<file path="src/rtl/alu_ctrl_if.sv">
// Request/response channel bundle between the instruction path and alu_ctrl.
// Latency: none (wires only).
// Backpressure: valid/ready on both channels; master drives req_* and rsp_ready.
//
// Ports (per channel):
//   request : req_valid, req_ready, req_func, req_a, req_b, req_ci
//   response: rsp_valid, rsp_ready, rsp_data, rsp_co, rsp_err
// Modports: master = instruction-path side, slave = alu_ctrl side.
interface alu_ctrl_if #(
    parameter int DATA_WIDTH = 8,
    parameter int FUNC_WIDTH = 5
);
    logic                  req_valid;
    logic                  req_ready;
    logic [FUNC_WIDTH-1:0] req_func;
    logic [DATA_WIDTH-1:0] req_a;
    logic [DATA_WIDTH-1:0] req_b;
    logic                  req_ci;

    logic                  rsp_valid;
    logic                  rsp_ready;
    logic [DATA_WIDTH-1:0] rsp_data;
    logic                  rsp_co;
    logic                  rsp_err;

    modport master (
        output req_valid, req_func, req_a, req_b, req_ci, rsp_ready,
        input  req_ready, rsp_valid, rsp_data, rsp_co, rsp_err
    );

    modport slave (
        input  req_valid, req_func, req_a, req_b, req_ci, rsp_ready,
        output req_ready, rsp_valid, rsp_data, rsp_co, rsp_err
    );
endinterface

</file>
<file path="src/rtl/alu_ctrl.sv">
// Request-side sequencer for the combinational ALU: validate, drive, settle, capture, respond.
// Latency: legal op responds after accept edge + SETTLE_CYCLES; rejected op after accept edge + 1.
// Backpressure: req_ready is a registered state decode; rsp_* held stable until rsp_ready.
//
// Ports:
//   clk, rst             : single clock, synchronous active-high reset
//   bus (alu_ctrl_if)    : request channel in, response channel out
//   alu_a/alu_b/alu_ci/alu_f : registered ALU inputs (alu_f = 0 is NoOp)
//   alu_s/alu_co         : ALU result and carry, captured after the settle time
// Build option: define ALU_CTRL_QUEUE_EN to place a 2-entry request FIFO in front of the FSM.
// SETTLE_CYCLES must lie in 1..15 (4-bit settle counter).
module alu_ctrl #(
    parameter int DATA_WIDTH    = 8,
    parameter int FUNC_WIDTH    = 5,
    parameter int SETTLE_CYCLES = 1
) (
    input  logic                  clk,
    input  logic                  rst,
    alu_ctrl_if.slave             bus,
    output logic [DATA_WIDTH-1:0] alu_a,
    output logic [DATA_WIDTH-1:0] alu_b,
    output logic                  alu_ci,
    output logic [FUNC_WIDTH-1:0] alu_f,
    input  logic [DATA_WIDTH-1:0] alu_s,
    input  logic                  alu_co
);

    typedef enum logic [1:0] {
        IDLE  = 2'd0,
        DRIVE = 2'd1,
        RESP  = 2'd2
    } state_t;

    typedef struct packed {
        logic [FUNC_WIDTH-1:0] func;
        logic [DATA_WIDTH-1:0] a;
        logic [DATA_WIDTH-1:0] b;
        logic                  ci;
    } req_t;

    localparam logic [FUNC_WIDTH-1:0] FUNC_NOOP = '0;
    localparam logic [FUNC_WIDTH-1:0] FUNC_DIV  = FUNC_WIDTH'(4);
    localparam logic [FUNC_WIDTH-1:0] FUNC_MOD  = FUNC_WIDTH'(5);
    localparam logic [FUNC_WIDTH-1:0] FUNC_MAX  = FUNC_WIDTH'(22);
    localparam logic [3:0]            SETTLE_INIT = 4'(SETTLE_CYCLES);

    state_t                state;
    state_t                state_nxt;
    logic [3:0]            cnt;
    logic                  err_pend;
    logic                  rdy_q;
    logic [DATA_WIDTH-1:0] rsp_data_q;
    logic                  rsp_co_q;
    logic                  rsp_err_q;

    req_t                  in_req;
    req_t                  head;
    logic                  pop;
    logic                  head_err;

    assign in_req = '{func: bus.req_func, a: bus.req_a, b: bus.req_b, ci: bus.req_ci};

`ifdef ALU_CTRL_QUEUE_EN
    // Two-entry request FIFO; the FSM takes the head whenever it is idle.
    req_t       fifo_mem [2];
    logic       wr_ptr;
    logic       rd_ptr;
    logic [1:0] count;
    logic [1:0] count_nxt;
    logic       push;

    assign push = bus.req_valid && rdy_q;
    assign pop  = (state == IDLE) && (count != 2'd0);
    assign head = fifo_mem[rd_ptr];

    always_comb begin
        count_nxt = count;
        if (push && !pop) begin
            count_nxt = count + 2'd1;
        end else if (!push && pop) begin
            count_nxt = count - 2'd1;
        end
    end

    always_ff @(posedge clk) begin
        if (rst) begin
            wr_ptr <= 1'b0;
            rd_ptr <= 1'b0;
            count  <= 2'd0;
            rdy_q  <= 1'b0;
        end else begin
            if (push) begin
                fifo_mem[wr_ptr] <= in_req;
                wr_ptr           <= !wr_ptr;
            end
            if (pop) begin
                rd_ptr <= !rd_ptr;
            end
            count <= count_nxt;
            // Ready mirrors "not full" for the coming cycle, so it stays a pure flop output.
            rdy_q <= (count_nxt != 2'd2);
        end
    end
`else
    // No queue: the request is taken straight off the bus while idle.
    assign pop  = bus.req_valid && rdy_q;
    assign head = in_req;

    always_ff @(posedge clk) begin
        if (rst) begin
            rdy_q <= 1'b0;
        end else begin
            // rdy_q implies IDLE; held low through the reset cycle itself.
            rdy_q <= (state_nxt == IDLE);
        end
    end
`endif

    assign head_err = (head.func > FUNC_MAX) ||
                      (((head.func == FUNC_DIV) || (head.func == FUNC_MOD)) && (head.b == '0));

    // Next-state logic. A rejected request also passes through DRIVE for one
    // cycle (ALU left at NoOp) so its response appears one edge after accept.
    always_comb begin
        state_nxt = state;
        case (state)
            IDLE: begin
                if (pop) begin
                    state_nxt = DRIVE;
                end
            end
            DRIVE: begin
                if (cnt == 4'd1) begin
                    state_nxt = RESP;
                end
            end
            RESP: begin
                if (bus.rsp_ready) begin
                    state_nxt = IDLE;
                end
            end
            default: begin
                state_nxt = IDLE;
            end
        endcase
    end

    always_ff @(posedge clk) begin
        if (rst) begin
            state      <= IDLE;
            cnt        <= 4'd0;
            err_pend   <= 1'b0;
            alu_a      <= '0;
            alu_b      <= '0;
            alu_ci     <= 1'b0;
            alu_f      <= FUNC_NOOP;
            rsp_data_q <= '0;
            rsp_co_q   <= 1'b0;
            rsp_err_q  <= 1'b0;
        end else begin
            state <= state_nxt;
            case (state)
                IDLE: begin
                    if (pop) begin
                        err_pend <= head_err;
                        if (head_err) begin
                            cnt <= 4'd1;
                        end else begin
                            cnt    <= SETTLE_INIT;
                            alu_a  <= head.a;
                            alu_b  <= head.b;
                            alu_ci <= head.ci;
                            alu_f  <= head.func;
                        end
                    end
                end
                DRIVE: begin
                    cnt <= cnt - 4'd1;
                    if (cnt == 4'd1) begin
                        // Counter reaches zero on this edge: capture and park the ALU at NoOp.
                        alu_f      <= FUNC_NOOP;
                        rsp_err_q  <= err_pend;
                        rsp_data_q <= err_pend ? '0 : alu_s;
                        rsp_co_q   <= err_pend ? 1'b0 : alu_co;
                    end
                end
                default: begin
                end
            endcase
        end
    end

    assign bus.req_ready = rdy_q;
    assign bus.rsp_valid = (state == RESP);
    assign bus.rsp_data  = rsp_data_q;
    assign bus.rsp_co    = rsp_co_q;
    assign bus.rsp_err   = rsp_err_q;

endmodule
</file>
<file path="src/flat_wrapper.sv">
// flat-port wrapper written by rule: the top's interface ports become plain ports
module alu_ctrl_flat 
#(
    parameter int DATA_WIDTH    = 8,
    parameter int FUNC_WIDTH    = 5,
    parameter int SETTLE_CYCLES = 1
)
  (clk, rst, alu_a, alu_b, alu_ci, alu_f, alu_s, alu_co, bus_req_valid, bus_req_func, bus_req_a, bus_req_b, bus_req_ci, bus_rsp_ready, bus_req_ready, bus_rsp_valid, bus_rsp_data, bus_rsp_co, bus_rsp_err);
  alu_ctrl_if #(.DATA_WIDTH(DATA_WIDTH), .FUNC_WIDTH(FUNC_WIDTH)) bus_i ();
  input  logic clk;
  input  logic rst;
  output logic [DATA_WIDTH-1:0] alu_a;
  output logic [DATA_WIDTH-1:0] alu_b;
  output logic alu_ci;
  output logic [FUNC_WIDTH-1:0] alu_f;
  input  logic [DATA_WIDTH-1:0] alu_s;
  input  logic alu_co;
  input wire logic [$bits(bus_i.req_valid)-1:0] bus_req_valid;
  input wire logic [$bits(bus_i.req_func)-1:0] bus_req_func;
  input wire logic [$bits(bus_i.req_a)-1:0] bus_req_a;
  input wire logic [$bits(bus_i.req_b)-1:0] bus_req_b;
  input wire logic [$bits(bus_i.req_ci)-1:0] bus_req_ci;
  input wire logic [$bits(bus_i.rsp_ready)-1:0] bus_rsp_ready;
  output wire logic [$bits(bus_i.req_ready)-1:0] bus_req_ready;
  output wire logic [$bits(bus_i.rsp_valid)-1:0] bus_rsp_valid;
  output wire logic [$bits(bus_i.rsp_data)-1:0] bus_rsp_data;
  output wire logic [$bits(bus_i.rsp_co)-1:0] bus_rsp_co;
  output wire logic [$bits(bus_i.rsp_err)-1:0] bus_rsp_err;
  assign bus_i.req_valid = bus_req_valid;
  assign bus_i.req_func = bus_req_func;
  assign bus_i.req_a = bus_req_a;
  assign bus_i.req_b = bus_req_b;
  assign bus_i.req_ci = bus_req_ci;
  assign bus_i.rsp_ready = bus_rsp_ready;
  assign bus_req_ready = bus_i.req_ready;
  assign bus_rsp_valid = bus_i.rsp_valid;
  assign bus_rsp_data = bus_i.rsp_data;
  assign bus_rsp_co = bus_i.rsp_co;
  assign bus_rsp_err = bus_i.rsp_err;
  alu_ctrl #(.DATA_WIDTH(DATA_WIDTH), .FUNC_WIDTH(FUNC_WIDTH), .SETTLE_CYCLES(SETTLE_CYCLES)) u_core (.clk(clk), .rst(rst), .bus(bus_i), .alu_a(alu_a), .alu_b(alu_b), .alu_ci(alu_ci), .alu_f(alu_f), .alu_s(alu_s), .alu_co(alu_co));
endmodule
</file>
<file path="config.mk">
export PLATFORM = sky130hd
export DESIGN_NAME = alu_ctrl_flat
export DESIGN_NICKNAME = d
export VERILOG_FILES = /design/src/rtl/alu_ctrl_if.sv /design/src/rtl/alu_ctrl.sv /design/src/flat_wrapper.sv
export SDC_FILE = /design/constraint.sdc
export NUM_CORES = 1
export LEC_CHECK = 0
export ABC_AREA = 1
export ABC_CLOCK_PERIOD_IN_PS = 4400
export CAP_MARGIN = 10
export CORE_ASPECT_RATIO = 1.25
export CORE_UTILIZATION = 35
export DETAILED_ROUTE_END_ITERATION = 16
export MAX_ROUTING_LAYER = met4
export PLACE_DENSITY = 0.67
export SLEW_MARGIN = 30
export SYNTH_ARGS = -nofsm -noshare
export SYNTH_HDL_FRONTEND = slang
export SYNTH_SLANG_ARGS = --single-unit
</file>
<file path="constraint.sdc">
create_clock -name clk -period 4.4 [get_ports clk]
set_clock_uncertainty 0.2 [all_clocks]
set_input_delay 1.1 -clock clk [delete_from_list [all_inputs] [get_ports clk]]
set_output_delay 1.1 -clock clk [all_outputs]
set_load 0.03 [all_outputs]
</file>
==> flow_summary.ini <==
[outcome]
status = finished clean

[yosys]
synthMuxAreaShare = 0
synth_cell_type_count = 27
synth.area.top_cells = dfxtp_1 47%, nand2_1 11%, nor2_1 5.9%
synth-simple-area-share = 0.298
synth_compound_area_frac = 0.147
synth_seq_area_share = 0.470
netlist_instances = 209
synth_top_family_by_area = simple AND/OR/NAND/NOR gates
syn_area_per_cell_um2 = 8.16
synth-adder-area-share = 0.0147
ys_warn_count = 0
netlist_area_um2 = 1710
synth.top_cell.area_share = 0.470
ys_ff_latch = 40
synth-xor-area-share = 0
syn_nets = 246
yosysTopAreaCell = dfxtp_1

[worst_setup_path]
crit_start = u_core.state[1]$_SDFF_PP0_
cp_slowest_stage_delay_ps = 690
worstRegToRegCells = 10
worstPathRequired_ps = 3100
r2r_slack_ps = 2670
reg2reg_from = u_core.cnt[1]$_SDFFE_PP0P_
critPathKind = flop to primary output
crit_chain = inv_1 > nor2_1 > clkdlybuf4s50_1
cp_max_fo = 2
endpoint_kind = primary output
worstPathArrival_ps = 1570
critPathSlowestCell = clkdlybuf4s50_1
r2r-end = u_core.alu_f[3]$_SDFFE_PP0P_
start_kind = flop
cp-endpoint = bus_rsp_valid

[timing]
fin_crit_sh = 0.653
max_freq_mhz = 348
relSlewSlack = 0.532
fin_crit_ps = 2870
hold_viol = 0
worst_pin_slew_ps = 700
drv_slew = 0
setup_violations = 0
setup_tns_ps = 0
rsz0062_at_grt = false

[worst_hold_path]
hold_path.class = flop to flop

[clock_network]
cts_sinks = 40
clock_path_buffers = 2
hold_buffers = 0
post_cts_buffers = 0
cts_resized = 0
insertion_delay_ps = 290
clkTransAtPathRegs_ps = 80
cts-buffers-inserted = 5
htreeDepth = 2
root_buffer = clkbuf_8
cts_tree = yes

[routing]
routed_wl_um = 3730
num_vias = 1536
drt_iter0_markers = 80
drcViolationCount = 0
via_per_inst = 4.53
first_pass_iters = 4
wire_per_inst_um = 11.0
antenna_left = 0

[global_routing]
first_global_vias = 1417
overflow = 0
grt_antenna_before_repair = 0
grt_pass1_wl_um = 6110
grt_usage = 0.159
grt_start_max_net_pins = 21

[power]
p_leak_nw = 0.952
combPwrFrac = 0.212
ir_drop_mv = 0.214
p_sw_frac = 0.273
seqPwrFrac = 0.433
p_sw_w = 0.000252
pwr-share-clk = 0.355
intPower_w = 0.000672
p_per_area_nw_per_um2 = 364

[cells_and_area]
syn_to_final_growth_pct = 49.0
antenna_cells = 0
n_fill_cell = 490
final_cell_mix = 68 x clkdlybuf4s50_1, 52 x nand2_1, 40 x dfxtp_1
fin_nets = 315
layoutNonFillerInstCount = 339
mostFrequentLayoutCell = clkdlybuf4s50_1
drive_above_1_share = 0.143

[die]
pin_count = 69
start_util = 0.363
die_w_um = 64.4
dieArea_um2 = 5160
die_h_um = 80.0
rows = 28
core_area_um2 = 4690

[placed_design]
io_buffer_count = 68
dp.cells = 331
hpwl_um = 2680
gp_congestion = 0.709

[job]
max_cap_viol_count = 0
how the worst min path moves through the flow:
| stage | depth (start not counted) | to | from | slack (ps) |
|---|---|---|---|---|
| detailed placement | 2 | u_core.alu_b[5]$_SDFFE_PP0P_ | u_core.alu_b[5]$_SDFFE_PP0P_ | 260 |
| global route | 2 | u_core.alu_b[5]$_SDFFE_PP0P_ | u_core.alu_b[5]$_SDFFE_PP0P_ | 280 |
| finish | 2 | u_core.alu_b[5]$_SDFFE_PP0P_ | u_core.alu_b[5]$_SDFFE_PP0P_ | 270 |
| global placement | 2 | u_core.bus.rsp_co$_SDFFE_PP0P_ | u_core.bus.rsp_co$_SDFFE_PP0P_ | 250 |
| CTS | 2 | u_core.alu_b[5]$_SDFFE_PP0P_ | u_core.alu_b[5]$_SDFFE_PP0P_ | 270 |
| floorplan | 2 | u_core.cnt[2]$_SDFFE_PP0P_ | u_core.cnt[2]$_SDFFE_PP0P_ | 240 |
synthesized netlist by cell type:
cell type,n
nand2_1,52
dfxtp_1,40
nor2_1,27
a21oi_1,15
inv_1,13
nand2_2,13
a21oi_2,10
a22oi_1,7
nand3_1,7
clkbuf_1,3
a211oi_1,2
ha_1,2
nand3_4,2
nor2_4,2
o211ai_1,2
buf_1,1
buf_12,1
buf_4,1
buf_6,1
clkinv_2,1
inv_2,1
inv_6,1
nand4_1,1
nor2_8,1
nor3_1,1
o22ai_1,1
or2_1,1
routing by layer:
metal	GRT usage	routed length [µm]
met5	-	0
met4	0.0667	73
met3	0.0429	214
met2	0.274	1800
met1	0.170	1640
final cells by class:
| type | instances | area [µm²] | share of cell area |
|---|---|---|---|
| multi-input combinational | 146 | 785 | 0.309 |
| clock inverter | 1 | 30.0 | 0.0118 |
| inverter | 16 | 66.3 | 0.0261 |
| clock buffer | 7 | 96.3 | 0.0379 |
| sequential | 40 | 801 | 0.315 |
| tap | 60 | 75.1 | 0.0295 |
| timing repair buffer | 69 | 688 | 0.271 |
power groups by stage:
stage | registers (W) | logic (W) | clock network [W]
2_1_floorplan | 0.000440 | 0.0000871 | 0
3_3_place_gp | 0.000408 | 0.000196 | 0
3_5_place_dp | 0.000408 | 0.000197 | 0
4_1_cts | 0.000400 | 0.000198 | 0.000337
5_1_grt | 0.000403 | 0.000214 | 0.000352
6_report | 0.000400 | 0.000196 | 0.000328
state kept, by name (all words and copies together) (netlist names):
name	flops
u_core.alu_a	8
u_core.alu_b	8
u_core.bus.rsp_data	8
u_core.alu_f	5
u_core.cnt	4
u_core.state	2
u_core.alu_ci	1
u_core.bus.req_ready	1
u_core.bus.rsp_co	1
u_core.bus.rsp_err	1
u_core.err_pend	1
per-stage QoR:
step	hold WS [ps]	power (W)	utilization	setup slack (ps)	area, µm²
global placement	254	0.000604	0.514	1530	2410
CTS	268	0.000935	0.541	1520	2540
detailed placement	256	0.000605	0.514	1510	2410
global route	280	0.000970	0.541	1450	2540
floorplan	242	0.000527	-	2170	1710
finish	269	0.000924	0.541	1530	2540
logic make-up after synthesis:
kind of cell / after synthesis
simple gates: 107
flops: 40
compound gates: 37
buf+inv: 23
fa+ha+maj: 2
worst max-delay path: cells and delay by family, from the launching register on:
kind	cells	cell delay (ps)
flip-flops	1	380
buffers and inverters	2	770
AND/OR/NAND/NOR	1	130
Power figures use the tool's default switching activity.
